[src/rtl/burst_read_master_if.sv]
// Avalon-MM pipelined burst read bus between burst_read_master and the fabric.
// The master modport is the read master's view; the slave modport is the interconnect's view.
interface burst_read_master_if #(
  parameter int ADDRESS_WIDTH     = 32,
  parameter int DATA_WIDTH        = 32,
  parameter int BYTE_ENABLE_WIDTH = 4,
  parameter int BURST_WIDTH       = 4
);
  logic [ADDRESS_WIDTH-1:0]     master_address;
  logic                         master_read;
  logic [BURST_WIDTH-1:0]       master_burstcount;
  logic [BYTE_ENABLE_WIDTH-1:0] master_byteenable;
  logic                         master_waitrequest;
  logic [DATA_WIDTH-1:0]        master_readdata;
  logic                         master_readdatavalid;

  modport master (
    output master_address,
    output master_read,
    output master_burstcount,
    output master_byteenable,
    input  master_waitrequest,
    input  master_readdata,
    input  master_readdatavalid
  );

  modport slave (
    input  master_address,
    input  master_read,
    input  master_burstcount,
    input  master_byteenable,
    output master_waitrequest,
    output master_readdata,
    output master_readdatavalid
  );
endinterface

[src/rtl/burst_read_master.sv]
// Avalon-MM burst read master: one burst per command, beats land in a show-ahead FIFO.
// Optional macro BURST_READ_PATTERN_CHECK_EN adds ctrl_error for incrementing-data checking.
module burst_read_master #(
  parameter int ADDRESS_WIDTH     = 32,
  parameter int DATA_WIDTH        = 32,
  parameter int BYTE_ENABLE_WIDTH = 4,
  parameter int BURST_WIDTH       = 4,
  parameter int FIFO_DEPTH_LOG2   = 4
) (
  input  logic                     clk,
  input  logic                     reset,
  burst_read_master_if.master      bus,
  input  logic                     ctrl_start,
  input  logic [ADDRESS_WIDTH-1:0] ctrl_baseaddress,
  input  logic [BURST_WIDTH-1:0]   ctrl_burstcount,
  output logic                     ctrl_busy,
  output logic                     ctrl_done,
  input  logic                     user_read,
  output logic [DATA_WIDTH-1:0]    user_readdata,
  output logic                     user_empty
`ifdef BURST_READ_PATTERN_CHECK_EN
  ,
  output logic                     ctrl_error
`endif
);

  localparam int DEPTH = 1 << FIFO_DEPTH_LOG2;
  localparam int UW    = FIFO_DEPTH_LOG2 + 1;
  localparam int CW    = (UW > BURST_WIDTH) ? UW : BURST_WIDTH;

  typedef enum logic [1:0] {
    IDLE,
    WAIT_SPACE,
    REQ,
    DATA
  } state_t;

  state_t                     state_q;
  logic [ADDRESS_WIDTH-1:0]   address_q;
  logic                       read_q;
  logic [BURST_WIDTH-1:0]     burst_q;
  logic [BURST_WIDTH-1:0]     beatCnt_q;
  logic                       busy_q;
  logic                       done_q;

  logic [DATA_WIDTH-1:0]      mem [DEPTH];
  logic [FIFO_DEPTH_LOG2-1:0] wrPtr_q;
  logic [FIFO_DEPTH_LOG2-1:0] rdPtr_q;
  logic [UW-1:0]              used_q;
  logic [UW-1:0]              used_d;

  logic                       push;
  logic                       pop;
  logic                       startOk;
  logic [BURST_WIDTH-1:0]     beatNext;
  logic [UW-1:0]              free;
  logic [CW-1:0]              freeExt;

  assign push     = (state_q == DATA) && bus.master_readdatavalid;
  assign pop      = user_read && (used_q != '0);
  assign startOk  = ctrl_start && (ctrl_burstcount != '0);
  assign beatNext = beatCnt_q + BURST_WIDTH'(1);
  assign free     = {1'b1, {FIFO_DEPTH_LOG2{1'b0}}} - used_q;
  assign freeExt  = CW'(free);

  // Space is checked in IDLE too, so a start with room goes straight to REQ.
  always_ff @(posedge clk or posedge reset) begin
    if (reset) begin
      state_q   <= IDLE;
      address_q <= '0;
      read_q    <= 1'b0;
      burst_q   <= '0;
      beatCnt_q <= '0;
      busy_q    <= 1'b0;
      done_q    <= 1'b0;
    end else begin
      done_q <= 1'b0;
      case (state_q)
        IDLE: begin
          if (startOk) begin
            address_q <= ctrl_baseaddress;
            burst_q   <= ctrl_burstcount;
            beatCnt_q <= '0;
            busy_q    <= 1'b1;
            if (freeExt >= CW'(ctrl_burstcount)) begin
              read_q  <= 1'b1;
              state_q <= REQ;
            end else begin
              state_q <= WAIT_SPACE;
            end
          end
        end
        WAIT_SPACE: begin
          if (freeExt >= CW'(burst_q)) begin
            read_q  <= 1'b1;
            state_q <= REQ;
          end
        end
        REQ: begin
          if (!bus.master_waitrequest) begin
            read_q  <= 1'b0;
            state_q <= DATA;
          end
        end
        DATA: begin
          if (push) begin
            beatCnt_q <= beatNext;
            if (beatNext == burst_q) begin
              busy_q  <= 1'b0;
              done_q  <= 1'b1;
              state_q <= IDLE;
            end
          end
        end
        default: state_q <= IDLE;
      endcase
    end
  end

  always_comb begin
    used_d = used_q;
    if (push && !pop) begin
      used_d = used_q + UW'(1);
    end else if (pop && !push) begin
      used_d = used_q - UW'(1);
    end
  end

  always_ff @(posedge clk or posedge reset) begin
    if (reset) begin
      wrPtr_q <= '0;
      rdPtr_q <= '0;
      used_q  <= '0;
    end else begin
      if (push) wrPtr_q <= wrPtr_q + FIFO_DEPTH_LOG2'(1);
      if (pop)  rdPtr_q <= rdPtr_q + FIFO_DEPTH_LOG2'(1);
      used_q <= used_d;
    end
  end

  // Storage has no reset; the pointers alone define what is valid.
  always_ff @(posedge clk) begin
    if (push) mem[wrPtr_q] <= bus.master_readdata;
  end

`ifdef BURST_READ_PATTERN_CHECK_EN
  logic [DATA_WIDTH-1:0] prevBeat_q;
  logic                  error_q;

  always_ff @(posedge clk or posedge reset) begin
    if (reset) begin
      prevBeat_q <= '0;
      error_q    <= 1'b0;
    end else begin
      if (state_q == IDLE && startOk) begin
        error_q <= 1'b0;
      end else if (push && beatCnt_q != '0 &&
                   bus.master_readdata != prevBeat_q + DATA_WIDTH'(1)) begin
        error_q <= 1'b1;
      end
      if (push) prevBeat_q <= bus.master_readdata;
    end
  end

  assign ctrl_error = error_q;
`endif

  assign bus.master_address    = address_q;
  assign bus.master_read       = read_q;
  assign bus.master_burstcount = burst_q;
  assign bus.master_byteenable = {BYTE_ENABLE_WIDTH{1'b1}};
  assign ctrl_busy             = busy_q;
  assign ctrl_done             = done_q;
  assign user_readdata         = mem[rdPtr_q];
  assign user_empty            = (used_q == '0);

endmodule
[src/flat_wrapper.sv]
// flat-port wrapper written by rule: the top's interface ports become plain ports
module burst_read_master_flat 
#(
  parameter int ADDRESS_WIDTH     = 32,
  parameter int DATA_WIDTH        = 32,
  parameter int BYTE_ENABLE_WIDTH = 4,
  parameter int BURST_WIDTH       = 4,
  parameter int FIFO_DEPTH_LOG2   = 4
)
  (clk, reset, ctrl_start, ctrl_baseaddress, ctrl_burstcount, ctrl_busy, ctrl_done, user_read, user_readdata, user_empty, bus_master_address, bus_master_read, bus_master_burstcount, bus_master_byteenable, bus_master_waitrequest, bus_master_readdata, bus_master_readdatavalid);
  burst_read_master_if #(.ADDRESS_WIDTH(ADDRESS_WIDTH), .DATA_WIDTH(DATA_WIDTH), .BYTE_ENABLE_WIDTH(BYTE_ENABLE_WIDTH), .BURST_WIDTH(BURST_WIDTH)) bus_i ();
  input  logic clk;
  input  logic reset;
  input  logic ctrl_start;
  input  logic [ADDRESS_WIDTH-1:0] ctrl_baseaddress;
  input  logic [BURST_WIDTH-1:0] ctrl_burstcount;
  output logic ctrl_busy;
  output logic ctrl_done;
  input  logic user_read;
  output logic [DATA_WIDTH-1:0] user_readdata;
  output logic user_empty;
  output wire logic [$bits(bus_i.master_address)-1:0] bus_master_address;
  output wire logic [$bits(bus_i.master_read)-1:0] bus_master_read;
  output wire logic [$bits(bus_i.master_burstcount)-1:0] bus_master_burstcount;
  output wire logic [$bits(bus_i.master_byteenable)-1:0] bus_master_byteenable;
  input wire logic [$bits(bus_i.master_waitrequest)-1:0] bus_master_waitrequest;
  input wire logic [$bits(bus_i.master_readdata)-1:0] bus_master_readdata;
  input wire logic [$bits(bus_i.master_readdatavalid)-1:0] bus_master_readdatavalid;
  assign bus_master_address = bus_i.master_address;
  assign bus_master_read = bus_i.master_read;
  assign bus_master_burstcount = bus_i.master_burstcount;
  assign bus_master_byteenable = bus_i.master_byteenable;
  assign bus_i.master_waitrequest = bus_master_waitrequest;
  assign bus_i.master_readdata = bus_master_readdata;
  assign bus_i.master_readdatavalid = bus_master_readdatavalid;
  burst_read_master #(.ADDRESS_WIDTH(ADDRESS_WIDTH), .DATA_WIDTH(DATA_WIDTH), .BYTE_ENABLE_WIDTH(BYTE_ENABLE_WIDTH), .BURST_WIDTH(BURST_WIDTH), .FIFO_DEPTH_LOG2(FIFO_DEPTH_LOG2)) u_core (.clk(clk), .reset(reset), .bus(bus_i), .ctrl_start(ctrl_start), .ctrl_baseaddress(ctrl_baseaddress), .ctrl_burstcount(ctrl_burstcount), .ctrl_busy(ctrl_busy), .ctrl_done(ctrl_done), .user_read(user_read), .user_readdata(user_readdata), .user_empty(user_empty));
endmodule
[config.mk]
export PLATFORM = sky130hd
export DESIGN_NAME = burst_read_master_flat
export DESIGN_NICKNAME = d
export VERILOG_FILES = /design/src/rtl/burst_read_master_if.sv /design/src/rtl/burst_read_master.sv /design/src/flat_wrapper.sv
export SDC_FILE = /design/constraint.sdc
export NUM_CORES = 1
export LEC_CHECK = 0
export ABC_CLOCK_PERIOD_IN_PS = 4000
export BUFFER_PORTS_ARGS = -buffer_cell sky130_fd_sc_hd__buf_2
export CAP_MARGIN = 30
export CORE_MARGIN = 2
export CORE_UTILIZATION = 54
export CTS_CLUSTER_SIZE = 14
export DETAILED_ROUTE_END_ITERATION = 12
export PLACE_DENSITY = 0.72
export SETUP_SLACK_MARGIN = 0.05
export SLEW_MARGIN = 20
export SYNTH_ARGS = -nofsm -noshare
export SYNTH_HDL_FRONTEND = slang
export SYNTH_SLANG_ARGS = --single-unit
[constraint.sdc]
create_clock -name clk -period 4 [get_ports clk]
set_input_delay 0.8 -clock clk [delete_from_list [all_inputs] [get_ports clk]]
set_output_delay 0.8 -clock clk [all_outputs]
set_load 0.005 [all_outputs]
; ---- Word-level counts from Yosys, hierarchy flattened
; Memory sizes are Yosys's and may differ from the RTL's.
; Index checks and enable logic that the tools add are counted.
[classes]
add_sub_neg = 6
mul = 0
div_mod_pow = 0
n_lt_le_gt_ge = 2
n_eq_ne = 10
n_shift = 0
mux = 26
n_bitwise = 0
n_reduce_logical = 19
[op_table]
columns = cell, n
row1 = adder 4 x 1 -> 4 bit (second input constant), 3
row2 = two-way mux 1 bit, 12
row3 = two-way mux 2 bit, 6
row4 = >= comparator 5 x 4 -> 1 bit, 2
row5 = two-way mux 5 bit, 2
row6 = AND reduction 5 bit, 2
row7 = two-way mux 4 bit, 2
row8 = != test 2 x 1 -> 1 bit (second input constant), 4
row9 = case mux 2 bit (4 select lines), 1
row10 = case mux 4 bit (2 select lines), 1
row11 = adder 5 x 1 -> 5 bit (second input constant), 1
row12 = logical AND 1 bit, 5
row13 = zero test 5 bit, 1
row14 = nonzero test 5 bit, 1
row15 = subtractor 5 x 1 -> 5 bit (second input constant), 1
row16 = subtractor 5 bit (first input constant), 1
row17 = equality test 2 bit (second input constant), 2
row18 = equality test 4 bit, 1
row19 = != test 2 bit (second input constant), 2
row20 = AND reduction 4 bit, 1
row21 = nonzero test 2 bit, 2
row22 = nonzero test 4 bit, 1
row23 = case mux 1 bit (3 select lines), 1
row24 = AND reduction 3 bit, 1
row25 = other kinds (6), 7
[word_totals]
register_bits = 58
latch_bits = 0
mem_bits_rw = 512
romBits = 0
memories = 1
[memory_table]
columns = name, depth, width, rd, rd_ports_with_merged_regs, wr, line
row1 = u_core.mem, 16, 32, 1, 0, 1, burst_read_master.sv:46  ; logic [DATA_WIDTH-1:0] mem [DEPTH];

; ---- Longest topological paths before layout
; Gate-level depths: netlist (run 1).
[depth]
depth_word = 6
ltp_mapped = 14

; ---- Least setup slack after synthesis (run 1)
; No wires, ideal clock.
[synth_path]
path_type = input port to flip-flop
start = in bus_master_readdatavalid
end = mem u_core.mem[3][0], enable pin
setup_ns = 0.461
t_arrival_ns = 3.831
setup_slack_ns = -0.292
path_stages = 5
cell_sequence = clkbuf_1 -> and2_1 -> clkbuf_1 -> nand2_1 -> nor3_1
[synth_between]
elab_chain_len = 3
[synth_rtl]
columns = item, line
row1 = start: declaration, flat_wrapper.sv:28  ; input wire logic [$bits(bus_i.master_readdatavalid)-1:0] bus_master_readdatavalid;
row2 = logical AND 1 bit, burst_read_master.sv:59  ; assign push = (state_q == DATA) && bus.master_readdatavalid;
row3 = named net u_core.push, burst_read_master.sv:52  ; logic push;
row4 = two-way mux 1 bit, burst_read_master.sv:143  ; if (push) mem[wrPtr_q] <= bus.master_readdata;
row5 = two-way mux 1 bit (not written as such), burst_read_master.sv:143
row6 = end: declaration, burst_read_master.sv:46
; The timed path passes the listed nets, and every way through them passes these cells.

; ---- Worst setup path after layout (run 1)
[layout_path]
start = reg u_core.rdPtr_q[0]
end = out user_readdata[19]
[layout_between]
elab_chain_len = 1
[layout_rtl]
columns = item, line
row1 = start: declaration, burst_read_master.sv:48  ; logic [FIFO_DEPTH_LOG2-1:0] rdPtr_q;
row2 = start signal: assignment, burst_read_master.sv:136  ; if (pop) rdPtr_q <= rdPtr_q + FIFO_DEPTH_LOG2'(1);
row3 = memory read (16 x 32 bit), n/a
row4 = end: declaration, flat_wrapper.sv:20  ; output logic [DATA_WIDTH-1:0] user_readdata;
; No other way between the ends.

==> metrics.md, run 1 <==
| Metric | Value |
|---|---|
| Vias in the first global route | 10815 |
| Overflow after GRT | 0 |
| Lkg Pwr | 8.71 nW |
| Clock Path Buffers | 3 |
| Global-route wire length before repair | roughly 67 mm |
| Slew Limit Fails | 0 |
| Actual slew at the worst max-slew pin | about 0.76 ns |
| CP Data Arrival Time | ~2.9 ns |
| Terminus of the critical flop-to-flop path | u_core.used_q[4] |
| Antenna Violating Nets Remaining | 0 |
| Fmax | between 200 and 300 MHz |
| Initial antenna violation count | 1 |
| Top_reg_cell synth | edfxtp_1 |
| Die height | between 200 and 250 um |
| CTS Sinks | 570 |
| Die Wd | ~210 um |
| Share of layout cells above drive strength 1 | between 30% and 40% |
| Core area | roughly 41000 um^2 |
| EDFF count, synth | 512 |
| Max stage delay cell, worst path | dfrtp_4 |
| Final min period | 3.67 ns |
| Status | complete, no violations |
| Post-synth top area cell | edfxtp_1 |
| Clock Latency Late Sink | around 0.60 ns |
| RR Startpoint | u_core.used_q[0] |
| Tot GR Track Use | 21.6% |
| Die area | 42800 um^2 |
| Via/cell ratio | ~6 |
| Initial core utilization | between 50% and 60% |
| Vias | about 10000 |
| Register area share after synthesis | between 70% and 80% |
| Synth top area cells | edfxtp_1 69%, mux4_2 16%, dfrtp_1 6.5% |
| Worst reg2reg path depth | 14 |
| Netlist cell types | 44 |
| Pre-antenna DRT Iters | 4 |
| Port Buf Inserts | ~150 |
| Final HPWL DP | 24.3 mm |
| NumNets Final | ~1300 |
| Rel. slew slack | between 40 and 50% |
| Slowest cell delay on critical path | between 0.6 and 0.7 ns |
| Post-Syn Area | around 22000 um^2 |
| WL/cell | between 20 and 30 um |
| TritonCTS buffer count | 56 |
| Req. time, crit path | 3.20 ns |
| CTS tree | yes |
| Cell Rows | 74 |
| Final instance area | 25800 um^2 |
| Crit path top cell by count | mux4_2 |
| Hold_buf cts | 0 |
| Kind of critical path | reg2out |
| Unrepaired setup endpoints after global routing | false |
| Flop and latch count out of synthesis | 570 |
| Post-Syn Instances | 977 |
| Placer Congestion | roughly 0.76 |
| Post-synth top cells | 512 x edfxtp_1, 160 x mux4_2, 58 x dfrtp_1 |
| Remaining DRCs | 0 |
| Bufs and invs on worst path | 2 |
| Largest net degree at the start of global routing | 53 |
| Area grow syn2layout | 15.9% |
| IO Pins | 150 |
| Tcrit/Tclk final | about nine tenths |
| Clock Pin Slew Worst Setup and Hold Paths | 0.06 ns |
| Setup TNS Final | 0 ns |
| Aggregate routed wire length | 44.8 mm |
| MaxCap Viol Count | 0 |
| PwrDens | a little under 700 nW/um^2 |
| CP Launch Type | flop |
| H-tree Lvls | 2 |
| CP Max Fanout | 18 |
| Cells along the critical path | buf_4 > mux4_2 > mux4_2 > buf_2 |
| Count leader, synth | edfxtp_1 |
| Worst Hold Class | in2async |
| Ys async rst share | 10.2% |
| Yosys top cell area share | about 69% |
| Yosys warns | 0 |
| DRT iter0 DRCs | about 950 |
| Placed Area | 23900 um^2 |
| Endpoints failing hold | 0 |
| VDD IR max | 0.395 mV |
| Flop2flop setup slack | roughly 0.8 ns |
| Mapped Avg Cell Area | ~23 um^2 |
| Final clock skew | around 0.019 ns |
| Postcts setup bufs | 1 |
| Number of setup violations in the final report | 0 |
| CP Capture Type | primary output |
| Clock Root Buffer | clkbuf_16 |
| Family with the most delay on the worst path | multiplexers |
| Post-CTS resize count | 0 |
[power breakdown]
| part | switching [W] | total, W | internal [W] |
|---|---|---|---|
| clock | 0.00213 | 0.00517 | 0.00304 |
| sequential | 0.000455 | 0.00739 | 0.00694 |
| combinational | 0.00217 | 0.00486 | 0.00268 |
[kinds of logic after synthesis]
group | share of synthesized area [%]
DFF | 75.7
muxes | 18.2
buffers and inverters | 1.67
and+or+nand+nor | 1.21
AOI/OAI and AO/OA | 0.963
adders and majority gates | 1.55
xor gates and xnor gates | 0.709
other | 0.0169
[area by class of cell]
| cell class | count | area, um^2 |
|---|---|---|
| inverter | 20 | 75.1 |
| sequential | 570 | 16800 |
| tap | 532 | 666 |
| timing repair buffer | 184 | 1210 |
| antenna | 1 | 2.50 |
| fill | 2728 | 15000 |
| multi-input combinational | 340 | 5170 |
| clock buffer | 64 | 1450 |
| clock inverter | 32 | 344 |
[registers in the layout, indices dropped and copies added (netlist names)]
| signal | count |
|---|---|
| u_core.used_q | 5 |
| u_core.bus.master_address | 32 |
| u_core.mem | 512 |
| u_core.ctrl_busy | 1 |
| u_core.rdPtr_q | 4 |
| u_core.bus.master_read | 1 |
| u_core.bus.master_burstcount | 4 |
| u_core.wrPtr_q | 4 |
| u_core.ctrl_done | 1 |
| u_core.state_q | 2 |
| u_core.beatCnt_q | 4 |
[worst max path at each step]
| stage | cells after the start | from | to | slack, ns |
|---|---|---|---|---|
| floorplan | 5 | bus_master_readdatavalid | u_core.mem[7][0] | 0.56 |
| CTS | 4 | u_core.rdPtr_q[0] | user_readdata[19] | 0.25 |
| global placement | 4 | u_core.rdPtr_q[0] | user_readdata[26] | 0.68 |
| finish | 4 | u_core.rdPtr_q[0] | user_readdata[19] | 0.33 |
| global route | 4 | u_core.rdPtr_q[0] | user_readdata[19] | 0.19 |
| detailed placement | 4 | u_core.rdPtr_q[0] | user_readdata[26] | 0.66 |
[metrics by stage]
| step | total power (W) | hold WS, ns | cells | utilization, % | setup WS (ns) |
|---|---|---|---|---|---|
| finish | 0.0174 | 0.214 | 1743 | 63.2 | 0.327 |
| global route | 0.0182 | 0.224 | 1742 | 63.2 | 0.193 |
| CTS | 0.0176 | 0.189 | 1742 | 63.2 | 0.249 |
| detailed placement | 0.0124 | 0.479 | 1645 | 58.8 | 0.658 |
| global placement | 0.0123 | 0.469 | 1644 | 58.7 | 0.679 |
| floorplan | 0.0108 | 0.489 | 980 | - | 0.563 |
[per-layer routing]
layer / global-route usage [%] / vias to the layer above / part of all wire, %
met2: 35.3 / 382 / 50
li1: - / 4454 / -
met3: 4.93 / 69 / 7.3
met1: 30.1 / 5511 / 41
met4: 5.32 / 0 / 2.1
met5: 0 / - / 0
[cell usage in the layout, fill, tap and decap left out, types with 13 or more instances in the layout]
| cell | count |
|---|---|
| buf_4 | 24 |
| nand2_1 | 18 |
| buf_2 | 145 |
| mux2_2 | 30 |
| ha_1 | 26 |
| inv_1 | 18 |
| mux4_2 | 160 |
| xnor2_1 | 13 |
| buf_12 | 15 |
| edfxtp_1 | 512 |
| o21ai_0 | 16 |
| clkbuf_16 | 57 |
| dfrtp_1 | 54 |
No activity file was read; power rests on OpenSTA's default activity.
==> inputs of run 2 (changes only) <==
--- a/config.mk
+++ b/config.mk
@@ -9,10 +9,11 @@
 export BUFFER_PORTS_ARGS = -buffer_cell sky130_fd_sc_hd__buf_2
 export CAP_MARGIN = 30
 export CORE_MARGIN = 2
-export CORE_UTILIZATION = 54
+export CORE_UTILIZATION = 55
+export CTS_BUF_LIST = sky130_fd_sc_hd__clkbuf_4 sky130_fd_sc_hd__clkbuf_8
 export CTS_CLUSTER_SIZE = 14
 export DETAILED_ROUTE_END_ITERATION = 12
-export PLACE_DENSITY = 0.72
+export PLACE_DENSITY = 0.73
 export SETUP_SLACK_MARGIN = 0.05
 export SLEW_MARGIN = 20
 export SYNTH_ARGS = -nofsm -noshare
==> run 2 against run 1 <==
Compared with the run above:
- non-clock buffer count down 4
- clock-buffer cell count up 58
- register-to-register slack worse by 0.09 ns
- worst setup slack better by 0.030 ns
- largest power group unchanged
- die area down 1.8%
- combinational power down 1%
- cell count up 3.0%
- sequential cell count unchanged
- sequential power about the same
==> metrics.md, run 2 (synthesis results as in run 1) <==
| Metric | Value |
|---|---|
| Aggregate routed wire length | 44.4 mm (-0.88%) |
| Clock Pin Slew Worst Setup and Hold Paths | 0.06 ns (about the same) |
| Status | complete, no violations |
| Rel. slew slack | 45.4% (-4.0 points) |
| Seq. cell area | 16800 um^2 (unchanged) |
| Initial core utilization | 55.8% (+1.3 points) |
| Pre-antenna DRT Iters | 5 (+1) |
| Core area | 39800 um^2 (-2.2%) |
| DRT iter0 DRCs | 973 (+2.1%) |
| Vias in the first global route | 11289 (+4.4%) |
| Combinational power share | 28.1% (+0.2 points) |
| Unrepaired setup endpoints after global routing | false |
| Die area | 42000 um^2 (-1.8%) |
| Terminus of the critical flop-to-flop path | u_core.used_q[4] |
| Slew Limit Fails | 0 (unchanged) |
| H-tree Lvls | 3 (+1) |
| MaxCap Viol Count | 0 (unchanged) |
| Multi-input gate area | 5170 um^2 (unchanged) |
| Vias | 10572 (+1.5%) |
| PwrDens | 666 nW/um^2 (-1.5%) |
| Kind of critical path | reg2out |
| Placer Congestion | 0.774 (+2.2%) |
| Final clock skew | 0.0187 ns (-0.000167 ns) |
| Setup TNS Final | 0 ns (unchanged) |
| Cell Int Power | 0.0124 W (-2.2%) |
| CP Capture Type | primary output |
| NumNets Final | 1303 (+2.4%) |
| Number of setup violations in the final report | 0 (unchanged) |
| Layout filler cell count | 2655 (-2.7%) |
| Commonest non-fill, non-tap cell in the layout | edfxtp_1 |
| Die height | 205 um (-0.90%) |
| Final min period | 3.64 ns (-0.0302 ns) |
| Flop pwr share | 43.3% (+0.8 points) |
| Worst reg2reg path depth | 14 (unchanged) |
| Largest net degree at the start of global routing | 45 (-15%) |
| Lkg Pwr | 8.75 nW (+0.52%) |
| Overflow after GRT | 0 (unchanged) |
| NetSw | 0.00474 W (-0.34%) |
| Clock Root Buffer | clkbuf_8 |
| Max reg flops | 512 (unchanged) |
| Flop2flop setup slack | 0.69 ns (-0.09 ns) |
| CTS tree | yes |
| Setup WS pre-CTS | 0.712 ns (+0.0536 ns) |
| Global-route wire length before repair | 67.2 mm (+0.63%) |
| Area grow syn2layout | 15.7% |
| Post-CTS resize count | 0 (unchanged) |
| Tot GR Track Use | 22.0% (+0.42 points) |
| Clock Path Buffers | 3 (unchanged) |
| CP Max Fanout | 15 (-3) |
| Final HPWL DP | 24.2 mm (-0.45%) |
| Cell Rows | 73 (-1.4%) |
| Actual slew at the worst max-slew pin | 0.819 ns (+0.0617 ns) |
| Clock Latency Late Sink | 0.63 ns (+0.03 ns) |
| Worst Hold Class | in2async |
| Final core occ | 64.5% (+1.3 points) |
| Share of layout cells above drive strength 1 | 42.0% (+2.7 points) |
| Via/cell ratio | 5.89 (-1.5%) |
| CP Data Arrival Time | 2.84 ns (-0.03 ns) |
| Worst Slack Setup Final | 0.357 ns (+0.0302 ns) |
| Top reg by flops | u_core.mem |
| Switching Share | 27.7% (+0.38 points) |
| IO Pins | 150 (unchanged) |
| Tcrit/Tclk final | 91.1% (-0.76 points) |
| Clock power share | 28.7% (-1.0 points) |
| Port Buf Inserts | 145 (unchanged) |
| Die Wd | 205 um (-0.90%) |
| TritonCTS buffer count | 90 (+61%) |
| RR Startpoint | u_core.used_q[0] |
| Hold Worst Slack | 0.246 ns (+0.0322 ns) |
| Req. time, crit path | 3.20 ns (about the same) |
| CTS Sinks | 570 (unchanged) |
| Endpoints failing hold | 0 (unchanged) |
| CP Launch Type | flop |
| WL/cell | 24.7 um (-3.8%) |
| Initial antenna violation count | 2 (+1) |
| Postcts setup bufs | 0 (-1) |
| Hold_buf cts | 0 (unchanged) |
| Fmax | 274 MHz (+0.83%) |
| Remaining DRCs | 0 (unchanged) |
| Most frequent cells in the layout | 512 x edfxtp_1, 160 x mux4_2, 145 x buf_2 |
| VDD IR max | 0.420 mV (+6.3%) |
| Antenna Violating Nets Remaining | 0 (unchanged) |
## run 2: worst max-delay path, cell delays in order (launching register included)
cell	delay, ns
dfrtp_4	0.67
buf_4	0.34
mux4_2	0.54
mux4_2	0.49
buf_2	0.16
## run 2: area by class of cell
class / instances / area share, %
multi-input combinational: 340 / 20.1
sequential: 570 / 65.5
tap: 525 / 2.56
timing repair buffer: 180 / 4.51
antenna: 2 / 0.0195
inverter: 20 / 0.292
clock buffer: 122 / 5.85
clock inverter: 37 / 1.14
## run 2: worst max path at each step
stage	to	cells past startpoint	slack (ns)	start
after global routing	user_readdata[1]	4	0.22	u_core.rdPtr_q[0]
after detailed placement	u_core.used_q[4]	14	0.71	u_core.used_q[0]
after CTS	user_readdata[28]	4	0.08	u_core.rdPtr_q[0]
after floorplan	u_core.mem[7][0]	5	0.56	bus_master_readdatavalid
final	user_readdata[28]	4	0.36	u_core.rdPtr_q[0]
after global placement	u_core.used_q[4]	14	0.70	u_core.used_q[0]
## run 2: power groups by stage
stage | combinational, W | clock (W) | sequential [W]
2_1_floorplan | 0.00355 | 0 | 0.00725
3_3_place_gp | 0.00474 | 0 | 0.00754
3_5_place_dp | 0.00482 | 0 | 0.00755
4_1_cts | 0.00483 | 0.00504 | 0.00744
5_1_grt | 0.00522 | 0.00530 | 0.00747
6_report | 0.00480 | 0.00491 | 0.00741
## run 2: stage by stage
| stage | total power [W] | instances | area, um^2 |
|---|---|---|---|
| finish | 0.0171 | 1796 | 25700 |
| global route | 0.0180 | 1794 | 25700 |
| CTS | 0.0173 | 1793 | 25700 |
| detailed placement | 0.0124 | 1634 | 23900 |
| global placement | 0.0123 | 1634 | 23900 |
| floorplan | 0.0108 | 980 | 22300 |
## run 2: routing by layer
layer	track usage, %	routed length, um	vias to the layer above
met3	4.47	2990	61
met1	30.0	18300	5581
met4	6.65	745	2
li1	-	-	4519
met5	0	10	-
met2	36.6	22400	409
==> inputs of run 3 (changes only) <==
--- a/config.mk
+++ b/config.mk
@@ -13,7 +13,7 @@
 export CTS_BUF_LIST = sky130_fd_sc_hd__clkbuf_4 sky130_fd_sc_hd__clkbuf_8
 export CTS_CLUSTER_SIZE = 14
 export DETAILED_ROUTE_END_ITERATION = 12
-export PLACE_DENSITY = 0.73
+export PLACE_DENSITY = 0.78
 export SETUP_SLACK_MARGIN = 0.05
 export SLEW_MARGIN = 20
 export SYNTH_ARGS = -nofsm -noshare
==> run 3 against run 2 <==
Compared with the run above:
- sequential share of layout area is essentially flat
- clock skew about the same
- non-clock buffer count is 3 higher
- via count is 1.3% higher
- sequential cell count stayed put
- critical endpoint is now user_readdata[27]
==> metrics.md, run 3 (synthesis results as in run 1) <==
| Metric | Value |
|---|---|
| Largest net degree at the start of global routing | 46 (+2.2%) |
| Tcrit/Tclk final | 93.0% (+1.9 points) |
| Req. time, crit path | 3.20 ns (about the same) |
| Commonest non-fill, non-tap cell in the layout | edfxtp_1 |
| Setup TNS Final | 0 ns (unchanged) |
| CP Data Arrival Time | 2.92 ns (+0.08 ns) |
| TritonCTS buffer count | 88 (-2.2%) |
| H-tree Lvls | 3 (unchanged) |
| Status | complete, no violations |
| CP Launch Type | flop |
| Clock Pin Slew Worst Setup and Hold Paths | 0.06 ns (about the same) |
| VDD IR max | 0.405 mV (-3.5%) |
| Flop2flop setup slack | 0.75 ns (+0.06 ns) |
| PwrDens | 664 nW/um^2 (-0.28%) |
| Core area | 39800 um^2 (unchanged) |
| Tot GR Track Use | 22.1% (+0.10 points) |
| Initial core utilization | 55.8% (unchanged) |
| Placer Congestion | 0.766 (-1.0%) |
| Clock Path Buffers | 3 (unchanged) |
| Slowest cell delay on critical path | 0.68 ns (about the same) |
| Family with the most delay on the worst path | multiplexers |
| Rel. slew slack | 50.0% (+4.6 points) |
| Share of layout cells above drive strength 1 | 42.1% (+0.071 points) |
| Endpoints failing hold | 0 (unchanged) |
| Actual slew at the worst max-slew pin | 0.731 ns (-0.0872 ns) |
| N_diodes | 0 (-2) |
| Port Buf Inserts | 145 (unchanged) |
| Vias | 10705 (+1.3%) |
| Max stage delay cell, worst path | dfrtp_4 |
| Vias in the first global route | 11246 (-0.38%) |
| Clock Root Buffer | clkbuf_8 |
| Slew Limit Fails | 0 (unchanged) |
| CTS tree | yes |
| Final clock skew | 0.0185 ns (-0.000186 ns) |
| Die height | 205 um (unchanged) |
| Pre-antenna DRT Iters | 5 (unchanged) |
| CP Max Fanout | 33 (+18) |
| Worst Hold Class | in2async |
| Top reg by flops | u_core.mem |
| Global-route wire length before repair | 67.4 mm (+0.33%) |
| MaxCap Viol Count | 0 (unchanged) |
| Die area | 42000 um^2 (unchanged) |
| CTS Sinks | 570 (unchanged) |
| Area grow syn2layout | 15.7% (about the same) |
| Via/cell ratio | 5.95 (+1.1%) |
| Clock Latency Late Sink | 0.65 ns (+0.02 ns) |
| Kind of critical path | reg2out |
| Most frequent cells in the layout | 512 x edfxtp_1, 160 x mux4_2, 145 x buf_2 |
| Final core occ | 64.6% (about the same) |
| Fmax | 269 MHz (-2.1%) |
| Cell Rows | 73 (unchanged) |
| Crit path top cell by count | mux4_2 |
| Bufs and invs on worst path | 2 (unchanged) |
| Overflow after GRT | 0 (unchanged) |
| Die Wd | 205 um (unchanged) |
| Aggregate routed wire length | 45.4 mm (+2.2%) |
| Number of setup violations in the final report | 0 (unchanged) |
| Remaining DRCs | 0 (unchanged) |
| CP Capture Type | primary output |
| DRT iter0 DRCs | 937 (-3.7%) |
| Final min period | 3.72 ns (+0.0775 ns) |
| WL/cell | 25.2 um (+2.0%) |
| Initial antenna violation count | 1 (-1) |
| Unrepaired setup endpoints after global routing | false |
| Max reg flops | 512 (unchanged) |
| IO Pins | 150 (unchanged) |
| Final HPWL DP | 25.8 mm (+6.6%) |
| Antenna Violating Nets Remaining | 0 (unchanged) |
| Cells along the critical path | buf_12 > mux4_2 > mux4_2 > buf_2 |
| Lkg Pwr | 8.75 nW (about the same) |
| NumNets Final | 1304 (+0.077%) |
-- run 3: cell count changes in the layout (fill, tap and decap cells not counted), moves of 2 or more --
cell and delta:
clkbuf_8 -4, clkinvlp_4 +3, buf_12 +2, clkinv_1 +2, clkinv_8 +2, buf_4 +2
diode_2 -2
-- run 3: routing by layer --
layer	part of all wire (%)	wire length, um	global-route usage (%)
met5	0.029	13	0
met4	1.7	793	7.01
met3	7.4	3370	5.04
met2	50	22900	35.7
met1	40	18300	30.5
-- run 3: report_power, final --
| part | switching (W) | internal, W |
|---|---|---|
| registers | 0.000446 | 0.00694 |
| logic | 0.00220 | 0.00266 |
| clock network | 0.00220 | 0.00263 |
-- run 3: worst reg2reg max path, cell delays in order (launching register included) --
cell	delay [ns]
dfrtp_1	0.40
inv_1	0.13
ha_1	0.24
nor3b_1	0.15
ha_1	0.20
nor2b_1	0.39
inv_1	0.09
ha_1	0.26
inv_1	0.12
ha_1	0.28
nor2b_1	0.15
o21a_1	0.17
or3_1	0.30
a21oi_1	0.18
xnor2_1	0.13
-- run 3: worst paths after layout --
check,startpoint,to,cells past startpoint
min in group clk,ctrl_baseaddress[9],u_core.bus.master_address[9],2
setup reg to reg,u_core.used_q[0],u_core.used_q[4],14
setup / recovery,u_core.rdPtr_q[0],user_readdata[27],4
hold / removal,reset,u_core.bus.master_address[12],2
max in group asynchronous,reset,u_core.bus.master_address[18],3
hold reg to reg,u_core.bus.master_address[8],u_core.bus.master_address[8],1
-- run 3: what timing repair did --
item                       in CTS  in global routing
setup endpoints to repair       0                  2
setup buffers                   0                  1
hold buffers                    0                  0
gates resized for setup         0                  0
-- run 3: final cells by class --
type | instances | area (um^2)
flip-flops and latches | 570 | 16800
fillers | 2587 | 14100
multi-input cells | 340 | 5170
clock buffers | 117 | 1440
repair buffers | 183 | 1190
well taps | 525 | 657
clock inverters | 44 | 338
inverters | 20 | 75.1
-- run 3: metrics by stage --
step / power, W / std cells / worst slack [ns] / cell area, um^2 / hold slack [ns]
final: 0.0171 / 1799 / 0.279 / 25700 / 0.259
after global routing: 0.0179 / 1799 / 0.133 / 25700 / 0.301
after CTS: 0.0173 / 1798 / 0.0503 / 25700 / 0.245
after detailed placement: 0.0124 / 1637 / 0.788 / 23900 / 0.480
after global placement: 0.0123 / 1637 / 0.812 / 23900 / 0.471
after floorplan: 0.0108 / 980 / 0.563 / 22300 / 0.489
